## src/rtl/risc16_pkg.sv

```systemverilog
// rtl/risc16_pkg.sv - risc16 instruction word layout shared by the encoder and decoder
package risc16_pkg;

    localparam int INST_W       = 16;
    localparam int ALUOP_W      = 5;
    localparam int OPC_W        = 4;
    localparam int REG_W        = 4;
    localparam int IMME_W       = 16;
    localparam int IMM_FORM_BIT = 0;

    localparam int OP_HI  = 15;
    localparam int OP_LO  = 12;
    localparam int RD_HI  = 11;
    localparam int RD_LO  = 8;
    localparam int RA_HI  = 7;
    localparam int RA_LO  = 4;
    localparam int RB_HI  = 3;
    localparam int RB_LO  = 0;
    localparam int IMM_HI = 7;
    localparam int IMM_LO = 0;

    // Immediate bits above IMM_HI cannot be carried by the word
    localparam int IMME_TOP_LO = IMM_HI + 1;

    function automatic logic [INST_W-1:0] encode_inst(
        input logic [ALUOP_W-1:0] aluop,
        input logic [REG_W-1:0]   seld,
        input logic [REG_W-1:0]   sela,
        input logic [REG_W-1:0]   selb,
        input logic [IMME_W-1:0]  imme
    );
        logic [INST_W-1:0] w;
        w = '0;
        w[OP_HI:OP_LO] = aluop[ALUOP_W-1:1];
        w[RD_HI:RD_LO] = seld;
        if (aluop[IMM_FORM_BIT]) begin
            w[IMM_HI:IMM_LO] = imme[IMM_HI:IMM_LO];
        end else begin
            w[RA_HI:RA_LO] = sela;
            w[RB_HI:RB_LO] = selb;
        end
        return w;
    endfunction

endpackage

```

## src/rtl/inst_enco_if.sv

```systemverilog
// rtl/inst_enco_if.sv - field-set input and instruction stream output of the encoder
interface inst_enco_if #(
    parameter int AW = 2
);
    logic        I_EN;
    logic        I_VALID;
    logic        O_READY;
    logic [4:0]  I_ALUOP;
    logic [3:0]  I_SELD;
    logic [3:0]  I_SELA;
    logic [3:0]  I_SELB;
    logic [15:0] I_IMME;
    logic        O_VALID;
    logic        I_READY;
    logic [15:0] O_INST;
    logic [AW:0] O_COUNT;
    logic        O_ERR;

    modport slave (
        input  I_EN, I_VALID, I_ALUOP, I_SELD, I_SELA, I_SELB, I_IMME, I_READY,
        output O_READY, O_VALID, O_INST, O_COUNT, O_ERR
    );

    modport master (
        output I_EN, I_VALID, I_ALUOP, I_SELD, I_SELA, I_SELB, I_IMME, I_READY,
        input  O_READY, O_VALID, O_INST, O_COUNT, O_ERR
    );
endinterface

```

## src/rtl/inst_enco_fifo.sv

```systemverilog
// rtl/inst_enco_fifo.sv - DEPTH x 16 word queue with occupancy count
module inst_enco_fifo #(
    parameter int DEPTH = 4,
    parameter int AW    = 2
) (
    input  logic          clk,
    input  logic          rst_n,
    input  logic          push,
    input  logic [15:0]   wdata,
    input  logic          pop,
    output logic [15:0]   rdata,
    output logic [AW:0]   count,
    output logic          full,
    output logic          empty
);
    logic [15:0]   mem [DEPTH];
    logic [AW-1:0] wr_ptr;
    logic [AW-1:0] rd_ptr;

    // Storage is not cleared; stale entries are unreachable once the pointers reset
    always_ff @(posedge clk) begin
        if (push) begin
            mem[wr_ptr] <= wdata;
        end
    end

    always_ff @(posedge clk) begin
        if (!rst_n) begin
            wr_ptr <= '0;
            rd_ptr <= '0;
            count  <= '0;
        end else begin
            if (push) begin
                wr_ptr <= wr_ptr + 1'b1;
            end
            if (pop) begin
                rd_ptr <= rd_ptr + 1'b1;
            end
            case ({push, pop})
                2'b10:   count <= count + 1'b1;
                2'b01:   count <= count - 1'b1;
                default: count <= count;
            endcase
        end
    end

    assign rdata = mem[rd_ptr];
    assign full  = (count == (AW+1)'(DEPTH));
    assign empty = (count == '0);
endmodule

```

## src/rtl/inst_enco.sv

```systemverilog
// rtl/inst_enco.sv - packs ALU op/register/immediate fields into queued 16-bit words
// Optional immediate range checker enabled by INST_ENCO_RANGE_CHECK_EN.
module inst_enco
    import risc16_pkg::*;
#(
    parameter int DEPTH = 4,
    parameter int AW    = 2
) (
    input  logic        I_CLK,
    input  logic        I_RST_N,
    inst_enco_if.slave  bus
);
    logic              out_of_reset;
    logic              push;
    logic              pop;
    logic              full;
    logic              empty;
    logic [INST_W-1:0] wdata;
    logic [INST_W-1:0] rdata;

    // Holds O_READY low for the cycle in which reset is sampled released
    always_ff @(posedge I_CLK) begin
        if (!I_RST_N) begin
            out_of_reset <= 1'b0;
        end else begin
            out_of_reset <= 1'b1;
        end
    end

    assign wdata = encode_inst(bus.I_ALUOP, bus.I_SELD, bus.I_SELA, bus.I_SELB, bus.I_IMME);

    assign bus.O_READY = !full && out_of_reset;
    assign bus.O_VALID = !empty && bus.I_EN;
    assign bus.O_INST  = bus.O_VALID ? rdata : '0;
    assign push        = bus.I_VALID && bus.O_READY;
    assign pop         = bus.O_VALID && bus.I_READY;

    inst_enco_fifo #(
        .DEPTH (DEPTH),
        .AW    (AW)
    ) u_fifo (
        .clk   (I_CLK),
        .rst_n (I_RST_N),
        .push  (push),
        .wdata (wdata),
        .pop   (pop),
        .rdata (rdata),
        .count (bus.O_COUNT),
        .full  (full),
        .empty (empty)
    );

`ifdef INST_ENCO_RANGE_CHECK_EN
    logic err;

    always_ff @(posedge I_CLK) begin
        if (!I_RST_N) begin
            err <= 1'b0;
        end else if (push && bus.I_ALUOP[IMM_FORM_BIT] && (|bus.I_IMME[IMME_W-1:IMME_TOP_LO])) begin
            err <= 1'b1;
        end
    end

    assign bus.O_ERR = err;
`else
    logic unused_imme_top;

    assign unused_imme_top = ^bus.I_IMME[IMME_W-1:IMME_TOP_LO];
    assign bus.O_ERR       = 1'b0;
`endif
endmodule

```

## src/flat_wrapper.sv

```systemverilog
// flat-port wrapper written by rule: the top's interface ports become plain ports
module inst_enco_flat import risc16_pkg::*;
#(
    parameter int DEPTH = 4,
    parameter int AW    = 2
)
  (I_CLK, I_RST_N, bus_I_EN, bus_I_VALID, bus_I_ALUOP, bus_I_SELD, bus_I_SELA, bus_I_SELB, bus_I_IMME, bus_I_READY, bus_O_READY, bus_O_VALID, bus_O_INST, bus_O_COUNT, bus_O_ERR);
  inst_enco_if #(.AW(AW)) bus_i ();
  input  logic I_CLK;
  input  logic I_RST_N;
  input wire logic [$bits(bus_i.I_EN)-1:0] bus_I_EN;
  input wire logic [$bits(bus_i.I_VALID)-1:0] bus_I_VALID;
  input wire logic [$bits(bus_i.I_ALUOP)-1:0] bus_I_ALUOP;
  input wire logic [$bits(bus_i.I_SELD)-1:0] bus_I_SELD;
  input wire logic [$bits(bus_i.I_SELA)-1:0] bus_I_SELA;
  input wire logic [$bits(bus_i.I_SELB)-1:0] bus_I_SELB;
  input wire logic [$bits(bus_i.I_IMME)-1:0] bus_I_IMME;
  input wire logic [$bits(bus_i.I_READY)-1:0] bus_I_READY;
  output wire logic [$bits(bus_i.O_READY)-1:0] bus_O_READY;
  output wire logic [$bits(bus_i.O_VALID)-1:0] bus_O_VALID;
  output wire logic [$bits(bus_i.O_INST)-1:0] bus_O_INST;
  output wire logic [$bits(bus_i.O_COUNT)-1:0] bus_O_COUNT;
  output wire logic [$bits(bus_i.O_ERR)-1:0] bus_O_ERR;
  assign bus_i.I_EN = bus_I_EN;
  assign bus_i.I_VALID = bus_I_VALID;
  assign bus_i.I_ALUOP = bus_I_ALUOP;
  assign bus_i.I_SELD = bus_I_SELD;
  assign bus_i.I_SELA = bus_I_SELA;
  assign bus_i.I_SELB = bus_I_SELB;
  assign bus_i.I_IMME = bus_I_IMME;
  assign bus_i.I_READY = bus_I_READY;
  assign bus_O_READY = bus_i.O_READY;
  assign bus_O_VALID = bus_i.O_VALID;
  assign bus_O_INST = bus_i.O_INST;
  assign bus_O_COUNT = bus_i.O_COUNT;
  assign bus_O_ERR = bus_i.O_ERR;
  inst_enco #(.DEPTH(DEPTH), .AW(AW)) u_core (.I_CLK(I_CLK), .I_RST_N(I_RST_N), .bus(bus_i));
endmodule
```

## config.mk

```make
export PLATFORM = sky130hd
export DESIGN_NAME = inst_enco_flat
export DESIGN_NICKNAME = d
export VERILOG_FILES = /design/src/rtl/risc16_pkg.sv /design/src/rtl/inst_enco_if.sv /design/src/rtl/inst_enco_fifo.sv /design/src/rtl/inst_enco.sv /design/src/flat_wrapper.sv
export SDC_FILE = /design/constraint.sdc
export NUM_CORES = 1
export LEC_CHECK = 0
export ABC_AREA = 0
export BUFFER_PORTS_ARGS = -buffer_cell sky130_fd_sc_hd__buf_4
export CAP_MARGIN = 40
export CORE_UTILIZATION = 58
export DETAILED_ROUTE_END_ITERATION = 8
export PLACE_DENSITY = 0.83
export SLEW_MARGIN = 20
export SYNTH_ARGS = -nofsm -noshare
export SYNTH_HDL_FRONTEND = slang
export SYNTH_SLANG_ARGS = --single-unit
```

## constraint.sdc

```tcl
create_clock -name I_CLK -period 3.2 [get_ports I_CLK]
set_input_delay 0.32 -clock I_CLK [delete_from_list [all_inputs] [get_ports I_CLK]]
set_output_delay 0.32 -clock I_CLK [all_outputs]
set_load 0.03 [all_outputs]
```

==> results of run 1 <==
-- kinds of logic (layout without fill, tap and decap cells) --
family                     after synthesis  in the layout  synth area share
other                                    1              1           0.00120
muxes                                   26             26             0.158
AOI/OAI and AO/OA                        9              9            0.0301
buffers and inverters                   17             81            0.0305
adders and majority gates                6              6            0.0265
DFF                                     74             74             0.680
and+or+nand+nor                         33             33            0.0654
xor gates and xnor gates                 3              3           0.00842
-- per-layer routing --
metal  up-vias  share of wire  global-route usage
met3        10          0.030              0.0437
li1        757              -                   -
met2        39           0.54               0.401
met5         -              0                   0
met4         0          0.021               0.128
met1       826           0.41               0.262
-- flip-flops by register name (all words and copies together) (netlist names), named ones only --
signal,count
u_core.u_fifo.count,3
u_core.out_of_reset,1
u_core.u_fifo.wr_ptr,2
u_core.u_fifo.mem,64
u_core.u_fifo.rd_ptr,2
-- report_power, final --
group	internal [mW]	total, mW	leakage (nW)	switching, mW
sequential	1.08	1.10	0.663	0.0249
clock	0.357	0.705	0.0869	0.348
combinational	0.131	0.278	0.598	0.147
total	1.57	2.09	1.35	0.520
-- critical path: stages, from the launching register on --
cell and delay, ns:
dfxtp_1 0.69, buf_4 0.31, mux4_2 0.52, nor2b_1 0.16, buf_4 0.17
-- layout by cell type (no fill, tap or decap) --
| cell type | synthesis | routed |
|---|---|---|
| mux2i_1 | 2 | 2 |
| mux2_2 | 8 | 8 |
| edfxtp_1 | 64 | 64 |
| bufinv_16 | 0 | 1 |
| nand2_1 | 6 | 6 |
| nor2b_4 | 2 | 2 |
| a21oi_2 | 1 | 1 |
| clkinvlp_4 | 0 | 3 |
| clkbuf_8 | 0 | 9 |
| xnor2_1 | 2 | 2 |
| buf_6 | 1 | 4 |
| mux4_1 | 6 | 6 |
| o31ai_4 | 1 | 1 |
| xor2_1 | 1 | 1 |
| or3_1 | 2 | 2 |
| mux4_2 | 10 | 10 |
| nor2b_1 | 14 | 14 |
| conb_1 | 1 | 1 |
| fa_1 | 1 | 1 |
| a21boi_1 | 1 | 1 |
| o21ai_0 | 3 | 3 |
| o311ai_4 | 1 | 1 |
| buf_8 | 0 | 1 |
| ha_1 | 5 | 5 |
| a21boi_0 | 2 | 2 |
| and2_1 | 8 | 8 |
| inv_1 | 9 | 9 |
| buf_4 | 1 | 51 |
| clkinv_1 | 0 | 2 |
| dfxtp_1 | 10 | 10 |
| nor2_1 | 1 | 1 |
| inv_6 | 0 | 1 |
-- path summary, 6_finish.rpt --
path / from / endpoint / slack, ns / depth (start not counted)
max: flop / bus_O_INST[2] / 0.69 / 4
min reg2reg: u_core.u_fifo.wr_ptr[1] / u_core.u_fifo.wr_ptr[1] / 0.52 / 2
min: I_RST_N / u_core.out_of_reset / 0.16 / 1
max reg2reg: u_core.u_fifo.count[0] / u_core.u_fifo.count[2] / 1.01 / 9
-- cell type report --
cell class | instances | area share
clock buffer | 9 | 0.0327
clock inverter | 7 | 0.0182
inverter | 9 | 0.00893
multi-input combinational | 78 | 0.239
sequential | 74 | 0.561
tap | 70 | 0.0232
timing repair buffer | 56 | 0.117
==> key figures, run 1 <==
Setup path
  • Critical path fanouts, max: 10
  • CP Capture Type: output port
  • Critical Path AT: 2.19 ns
  • Critical setup path kind: flop to output port
  • Crit path required time: 2.88 ns
  • Setup crit start kind: flop

Cells and area
  • Multi-input gate area: 903 µm²
  • Share of layout cells above drive strength 1: 0.399
  • Final non-filler cell area: 3780 µm²
  • Layout area overhead: 21.2%
  • Register area: 2120 µm²
  • Fin cells: 303
  • ANT cells: 0
  • Core Util, Final: 0.736
  • Number of fill cells: 335
  • Fin nets: 272

Detailed routing
  • Antenna-violating nets left: 0
  • Via count: 1632
  • Drt wl/cell: 19.2 µm
  • Starting DRT DRC Count: 70
  • Remaining routing DRC violations: 0
  • Pre-antenna DRT Iters: 4
  • Via density: 5.39
  • DRT Wirelength: 5820 µm

Timing
  • Worst Max-Slew Pin Slew: 0.790 ns
  • Slew Limit Fails: 0
  • Worst hold slack: 0.159 ns
  • RSZ-0062 raised after global routing: no
  • Hold Vio Cnt, Final: 0
  • Slew HR: 0.472
  • Final setup margin: 0.694 ns
  • # setup viols final: 0
  • Fin crit share: 0.783
  • Setup TNS: 0 ns
  • Minimum clock period: 2.51 ns
  • Skew final: 0.0103 ns
  • Fmax: 399 MHz

Global route
  • Largest net degree at the start of global routing: 17
  • Number of global-route vias before repair: 1693
  • First-pass GRT wire length: 8630 µm
  • Total track usage: 0.227
  • Initial antenna violation count: 0
  • Overflow after GRT: 0

Power
  • Pwr/cell area: 552 nW/µm²
  • Peak VDD IR: 0.462 mV
  • Power, Total: 2.09 mW
  • Leakage: 1.35 nW

Logic synthesis
  • Register area share after synthesis: 0.680
  • Async set or reset register ratio after synthesis: 0
  • Yosys Warn Count: 0
  • Top cells by area, synth: edfxtp_1 (62%), mux4_2 (7.2%), dfxtp_1 (6.4%), mux4_1 (5.1%), mux2_2 (2.9%)
  • Synth top area share: 0.616
  • Unique masters post-synth: 29
  • Synth Instances: 169
  • Primary FF master, synth: edfxtp_1
  • Most frequent cells after synthesis: edfxtp_1 (64), nor2b_1 (14), dfxtp_1 (10), mux4_2 (10), inv_1 (9)
  • Net count after synthesis: 213
  • Post-Syn Area: 3120 µm²
  • Mapped Avg Cell Area: 18.5 µm²
  • Most frequent cell after synthesis: edfxtp_1
  • Area leader, netlist: edfxtp_1
  • Flops & latches, synth: 74
  • Post-synth EDFFs: 64

Outcome
  • Outcome: complete, no violations

Clocking
  • Root Driver: clkbuf_8
  • Post-CTS Setup Repair Bufs: 0
  • Clock Latency Late Sink: 0.35 ns
  • CTS tree: yes
  • CTS Buf Count: 9
  • Clock transition at the registers of the reported paths: 0.07 ns
  • Hold buffers post-CTS: 0
  • Max Root-Sink Buffers: 2
  • Clock sinks: 74
  • CTS-repair resized insts: 0
  • H-Tree Depth: 3

Floorplan
  • Placeable Area: 5140 µm²
  • Starting Density: 0.607
  • Row count: 26
  • Full die area: 5680 µm²
  • I/O Pins: 60
  • Die W: 75.4 µm
  • Die Ht: 75.4 µm

Placement
  • Placed inst area: 3580 µm²
  • DPL Wire Length: 3960 µm
  • Placed cells: 286
  • GPL Wtd Cong: 0.650
  • Pre-CTS WS: 1.01 ns
  • PortBufs: 50

Flow run
  • Max_cap viols: 0

Min path
  • Hold Crit Class: primary input to flop
(Power assumes the default switching activity.)
==> inputs of run 2 (changes only) <==
--- a/config.mk
+++ b/config.mk
@@ -5,12 +5,12 @@
 export SDC_FILE = /design/constraint.sdc
 export NUM_CORES = 1
 export LEC_CHECK = 0
-export ABC_AREA = 0
+export ABC_AREA = 1
 export BUFFER_PORTS_ARGS = -buffer_cell sky130_fd_sc_hd__buf_4
 export CAP_MARGIN = 40
-export CORE_UTILIZATION = 58
+export CORE_UTILIZATION = 49
 export DETAILED_ROUTE_END_ITERATION = 8
-export PLACE_DENSITY = 0.83
+export PLACE_DENSITY = 0.75
 export SLEW_MARGIN = 20
 export SYNTH_ARGS = -nofsm -noshare
 export SYNTH_HDL_FRONTEND = slang
==> constraint.sdc (replaced) <==
create_clock -name I_CLK -period 2.1 [get_ports I_CLK]
set_input_delay 0.21 -clock I_CLK [delete_from_list [all_inputs] [get_ports I_CLK]]
set_output_delay 0.21 -clock I_CLK [all_outputs]
set_load 0.03 [all_outputs]
==> run 2 against run 1 <==
Against the previous run: sequential cell count did not move; routed wire length rose by 3.6%; clock-buffer cell count rose by 2; non-clock buffer count rose by 4; final area rose by 1.6%; via count rose by 29%; sequential share of layout area fell by 0.83 points; clock power rose by 49%; global-route usage fell by 4.0 points; critical endpoint is now bus_O_INST[15]; largest cell class unchanged.
==> key figures, run 2 <==
Logic synthesis
  • Net count after synthesis: 320
  • Most frequent cells after synthesis: nor2_1 (73), edfxtp_1 (64), o21ai_1 (30)
  • Synth top area share: 0.598
  • Post-Syn Area: 3210 µm²
  • Async set or reset register ratio after synthesis: 0
  • Yosys Warn Count: 0
  • Primary FF master, synth: edfxtp_1
  • Area leader, netlist: edfxtp_1
  • Mapped Avg Cell Area: 11.6 µm²
  • Top cells by area, synth: edfxtp_1 (60%), nor2_1 (8.5%), dfxtp_1 (6.2%), o21ai_1 (4.7%), mux2_2 (2.8%)
  • Synth Instances: 276
  • Post-synth EDFFs: 64
  • Register area share after synthesis: 0.660
  • Unique masters post-synth: 26
  • Flops & latches, synth: 74
  • Most frequent cell after synthesis: nor2_1

Global route
  • Grt peak-use layer: met2
  • Total track usage: 0.188
  • Met1 Track Usage GR: 0.240
  • Initial antenna violation count: 0
  • First-pass GRT wire length: 9780 µm
  • M3 GR Usage: 0.0477
  • Number of global-route vias before repair: 2038
  • Largest net degree at the start of global routing: 33
  • GRT met2 Usage: 0.297
  • Overflow after GRT: 0

Outcome
  • Outcome: complete, no violations

Cells and area
  • Share of layout cells above drive strength 1: 0.298
  • Most frequent cells in the layout: nor2_1 (73), edfxtp_1 (64), buf_4 (59)
  • Regs by FF count: u_core.u_fifo.mem x64, u_core.u_fifo.count x3
  • Most common cell after layout, fill and taps aside: nor2_1
  • ANT cells: 0
  • Final non-filler cell area: 3840 µm²
  • Biggest register: u_core.u_fifo.mem
  • Max FFs per register: 64
  • Layout area overhead: 19.5%
  • Fin nets: 378

Detailed routing
  • DRT Wirelength: 6030 µm
  • Antenna-violating nets left: 0
  • Starting DRT DRC Count: 135
  • Pre-antenna DRT Iters: 4
  • Remaining routing DRC violations: 0
  • Via density: 5.05
  • Via count: 2102
  • Drt wl/cell: 14.5 µm

Setup path
  • Crit path required time: 1.89 ns
  • R2R cell count: 13
  • CP Capture Type: output port
  • Crit Reg-Reg Startpoint: u_core.u_fifo.count[2]
  • Setup crit start kind: flop
  • Critical setup path kind: flop to output port
  • Critical Path AT: 1.77 ns
  • Critical path fanouts, max: 12

Timing
  • Slew Limit Fails: 0
  • Minimum clock period: 1.98 ns
  • RSZ-0062 raised after global routing: no
  • Fmax: 505 MHz
  • Hold Vio Cnt, Final: 0
  • Fin crit share: 0.944
  • Setup TNS: 0 ns
  • # setup viols final: 0
  • Skew final: 0.00859 ns
  • Final setup margin: 0.118 ns

Placement
  • PortBufs: 50
  • Pre-CTS WS: 0.288 ns
  • DPL Wire Length: 3930 µm
  • Placed inst area: 3650 µm²
  • GPL Wtd Cong: 0.779

Power
  • Leakage: 1.50 nW
  • Peak VDD IR: 0.777 mV
  • Pwr/cell area: 833 nW/µm²

Clocking
  • Root Driver: clkbuf_8
  • CTS-repair resized insts: 1
  • Post-CTS Setup Repair Bufs: 0
  • CTS Buf Count: 9
  • Clock Latency Late Sink: 0.34 ns
  • Hold buffers post-CTS: 0
  • Clock sinks: 74
  • CTS tree: yes
  • Max Root-Sink Buffers: 2
  • H-Tree Depth: 3
  • Clock transition at the registers of the reported paths: 0.07 ns

Min path
  • Hold Crit Class: primary input to flop
  • Hold Path Stages: 1
  • Hold_sp: I_RST_N

Floorplan
  • Row count: 29
  • Die Ht: 83.0 µm
  • Placeable Area: 6350 µm²
  • Full die area: 6890 µm²
  • Starting Density: 0.506
  • I/O Pins: 60
  • Die W: 83.0 µm

Flow run
  • Max_cap viols: 0
[run 2: cell types whose count changed after synthesis, moves of 5 or more]
cell     previous run  this run
nor2b_1            14         0
buf_6               1         6
a21oi_2             1         9
and2_1              8         0
nand2_1             6        12
o21ai_1             0        30
nor2_1              1        73
mux4_2             10         0
a21oi_1             0        11
inv_1               9        19
mux4_1              6         0
[run 2: power breakdown]
| group | switching (mW) | leakage [nW] | internal, mW | total [mW] |
|---|---|---|---|---|
| logic | 0.302 | 0.748 | 0.176 | 0.477 |
| clock network | 0.501 | 0.0893 | 0.545 | 1.05 |
| registers | 0.0276 | 0.663 | 1.65 | 1.68 |
[run 2: critical path, stage by stage (launching register included)]
cell	delay, ns
dfxtp_2	0.50
buf_4	0.25
nor2_1	0.07
nor2_1	0.11
o21ai_1	0.09
a21oi_1	0.22
buf_4	0.20
[run 2: cells by family after synthesis]
| kind of cell | count (synthesis) | synth area share |
|---|---|---|
| other | 1 | 0.00117 |
| buffers and inverters | 36 | 0.0658 |
| muxes | 8 | 0.0280 |
| and+or+nand+nor | 96 | 0.122 |
| adders and majority gates | 6 | 0.0257 |
| DFF | 74 | 0.660 |
| AOI/OAI and AO/OA | 55 | 0.0969 |
[run 2: final timing paths]
path                            endpoint  slack [ns]
setup / recovery          bus_O_INST[15]        0.12
hold / removal       u_core.out_of_reset        0.03
hold reg to reg                     flop        0.47
setup reg to reg  u_core.u_fifo.count[2]        0.28
[run 2: cell type report]
| cell class | count | area, µm² |
|---|---|---|
| timing repair buffer | 60 | 463 |
| inverter | 23 | 91.3 |
| fill | 507 | 2510 |
| clock buffer | 11 | 131 |
| sequential | 74 | 2120 |
| multi-input combinational | 166 | 881 |
| clock inverter | 5 | 55.1 |
| tap | 77 | 96.3 |
[run 2: per-layer routing]
metal,up-vias,routed length (µm)
li1,1053,-
met1,985,2720
met2,58,3000
met3,6,242
met4,0,68
met5,-,0
[run 2: stage by stage]
| step | utilization | instances | hold WS (ns) | total power [mW] |
|---|---|---|---|---|
| 4_1_cts | 0.605 | 416 | 0.0205 | 3.23 |
| 3_5_place_dp | 0.575 | 400 | 0.385 | 2.19 |
| 6_report | 0.605 | 416 | 0.0343 | 3.20 |
| 2_1_floorplan | - | 276 | 0.238 | 2.03 |
| 5_1_grt | 0.605 | 416 | 0.0227 | 3.34 |
| 3_3_place_gp | 0.575 | 400 | 0.383 | 2.18 |
==> inputs of run 3 (changes only) <==
--- a/config.mk
+++ b/config.mk
@@ -10,7 +10,8 @@
 export CAP_MARGIN = 40
 export CORE_UTILIZATION = 49
 export DETAILED_ROUTE_END_ITERATION = 8
-export PLACE_DENSITY = 0.75
+export PLACE_DENSITY_LB_ADDON = 0.12
+export SETUP_SLACK_MARGIN = 0.4
 export SLEW_MARGIN = 20
 export SYNTH_ARGS = -nofsm -noshare
 export SYNTH_HDL_FRONTEND = slang
==> run 3 against run 2 <==
Against the previous run: critical path depth unchanged; core utilization is 3.4 points higher; setup slack gained 0.31 ns; via count increased by 1.7%; critical endpoint is now bus_O_INST[10]; highest routed layer unchanged; sequential cell count stayed put; fmax rose by 19%; largest cell class unchanged; largest power group unchanged.
==> key figures, run 3 (same netlist as run 2, synthesis figures left out) <==
Timing
  • RSZ-0062 raised after global routing: yes
  • # setup viols final: 0
  • Slew Limit Fails: 0
  • Hold Vio Cnt, Final: 0
  • Minimum clock period: 1.67 ns
  • Setup TNS: 0 ns
  • Fmax: 599 MHz
  • Worst hold slack: 0.0478 ns
  • Skew final: 0.00614 ns
  • Fin crit share: 0.794

Flow run
  • Max_cap viols: 0

Cells and area
  • ANT cells: 0
  • Fin nets: 384
  • Biggest register: u_core.u_fifo.mem
  • Most frequent cells in the layout: nor2_1 (72), edfxtp_1 (64), buf_4 (53)
  • Max FFs per register: 64
  • Most common cell after layout, fill and taps aside: nor2_1
  • Share of layout cells above drive strength 1: 0.359
  • Number of fill cells: 493
  • Layout area overhead: 26.2%
  • Multi-input gate area: 963 µm²
  • Regs by FF count: u_core.u_fifo.mem x64, u_core.u_fifo.count x3
  • Register area: 2140 µm²
  • Fin cells: 422

Setup path
  • R2R cell count: 12
  • Setup crit start kind: flop
  • RR Endpoint: u_core.u_fifo.count[2]
  • Crit path required time: 1.89 ns
  • Crit Reg-Reg Startpoint: u_core.u_fifo.count[0]
  • Crit path to: bus_O_INST[10]
  • CP Capture Type: output port
  • Reg-to-reg slack, setup: 0.47 ns
  • Crit. Startpoint: u_core.u_fifo.count[0]
  • Critical path fanouts, max: 8
  • Critical Path AT: 1.46 ns
  • Critical setup path kind: flop to output port

Power
  • Combinational power share: 0.166
  • Flop pwr share: 0.493
  • Pwr/cell area: 839 nW/µm²
  • P_sw: 858 µW
  • Switching share of power: 0.252
  • Power, Total: 3.40 mW
  • Internal power: 2.54 mW
  • Clock share of power: 0.340
  • Leakage: 1.56 nW
  • Peak VDD IR: 0.494 mV

Global route
  • Number of global-route vias before repair: 2041
  • Initial antenna violation count: 0
  • Total track usage: 0.196
  • First-pass GRT wire length: 10200 µm
  • Largest net degree at the start of global routing: 33
  • Overflow after GRT: 0

Floorplan
  • Die W: 83.0 µm
  • I/O Pins: 60
  • Starting Density: 0.506
  • Placeable Area: 6350 µm²
  • Full die area: 6890 µm²
  • Die Ht: 83.0 µm
  • Row count: 29

Clocking
  • CTS Buf Count: 9
  • Root Driver: clkbuf_8
  • CTS tree: yes
  • Clock transition at the registers of the reported paths: 0.07 ns
  • Clock Latency Late Sink: 0.33 ns
  • H-Tree Depth: 3
  • Max Root-Sink Buffers: 2
  • Hold buffers post-CTS: 0
  • Clock sinks: 74

Placement
  • DPL Wire Length: 3920 µm
  • PortBufs: 50
  • GPL Wtd Cong: 0.790
  • Placed cells: 400

Detailed routing
  • Pre-antenna DRT Iters: 4
  • Remaining routing DRC violations: 0
  • Antenna-violating nets left: 0
  • Via count: 2137
  • Via density: 5.06
  • DRT Wirelength: 6420 µm
  • Drt wl/cell: 15.2 µm
  • Starting DRT DRC Count: 122

Outcome
  • Outcome: complete, no violations

Min path
  • Hold Crit Class: primary input to flop
  • Hold_sp: I_RST_N
run 3: changes by cell type in the layout (fill, tap and decap cells not counted), moves of 4 or more:
cell | previous run | this run
dfxtp_4 | 0 | 5
dfxtp_1 | 9 | 5
buf_4 | 59 | 53
a21oi_2 | 9 | 13
buf_6 | 0 | 10
a21oi_1 | 11 | 7
run 3: worst min path at each step:
stage	cells after the start	end
after floorplan	0	u_core.out_of_reset
after detailed placement	1	u_core.out_of_reset
after global routing	1	u_core.out_of_reset
after CTS	1	u_core.out_of_reset
after global placement	1	u_core.out_of_reset
final	1	u_core.out_of_reset
run 3: power groups by stage:
stage	clock network [mW]	registers [mW]	logic [mW]
3_5_place_dp	0	1.71	0.487
6_report	1.16	1.68	0.566
5_1_grt	1.24	1.68	0.617
3_3_place_gp	0	1.71	0.479
2_1_floorplan	0	1.72	0.316
4_1_cts	1.18	1.68	0.516
run 3: layer usage:
layer  wire (µm)  vias to the layer above  track usage  part of all wire
met5           0                        -            0                 0
met4         123                        0       0.0784             0.019
met3         206                       11       0.0348             0.032
met2        3140                       42        0.326              0.49
met1        2950                     1015        0.255              0.46
li1            -                     1069            -                 -
run 3: metrics by stage:
| stage | setup slack [ns] | utilization | area, µm² |
|---|---|---|---|
| 2_1_floorplan | 0.343 | - | 3230 |
| 3_3_place_gp | 0.363 | 0.576 | 3650 |
| 3_5_place_dp | 0.340 | 0.576 | 3650 |
| 4_1_cts | 0.389 | 0.622 | 3950 |
| 5_1_grt | 0.338 | 0.639 | 4060 |
| 6_report | 0.432 | 0.639 | 4060 |
run 3: repair_timing:
action,in CTS,in global routing
pin swaps,2,9
setup buffers,2,3
gates resized for setup,18,21
setup endpoints to repair,17,16
gates cloned,0,1
run 3: critical path, cell delays in order (launching register included):
cell	delay, ns
dfxtp_4	0.35
nor2_4	0.15
nand2_4	0.07
buf_4	0.17
nand2_4	0.17
a21oi_2	0.05
buf_4	0.17
run 3: cell type report:
cell class / instances / area share
clock inverters: 5 / 0.0194
clock buffers: 11 / 0.0324
multi-input cells: 167 / 0.238
flip-flops and latches: 74 / 0.528
repair buffers: 65 / 0.136
well taps: 77 / 0.0238
inverters: 23 / 0.0231
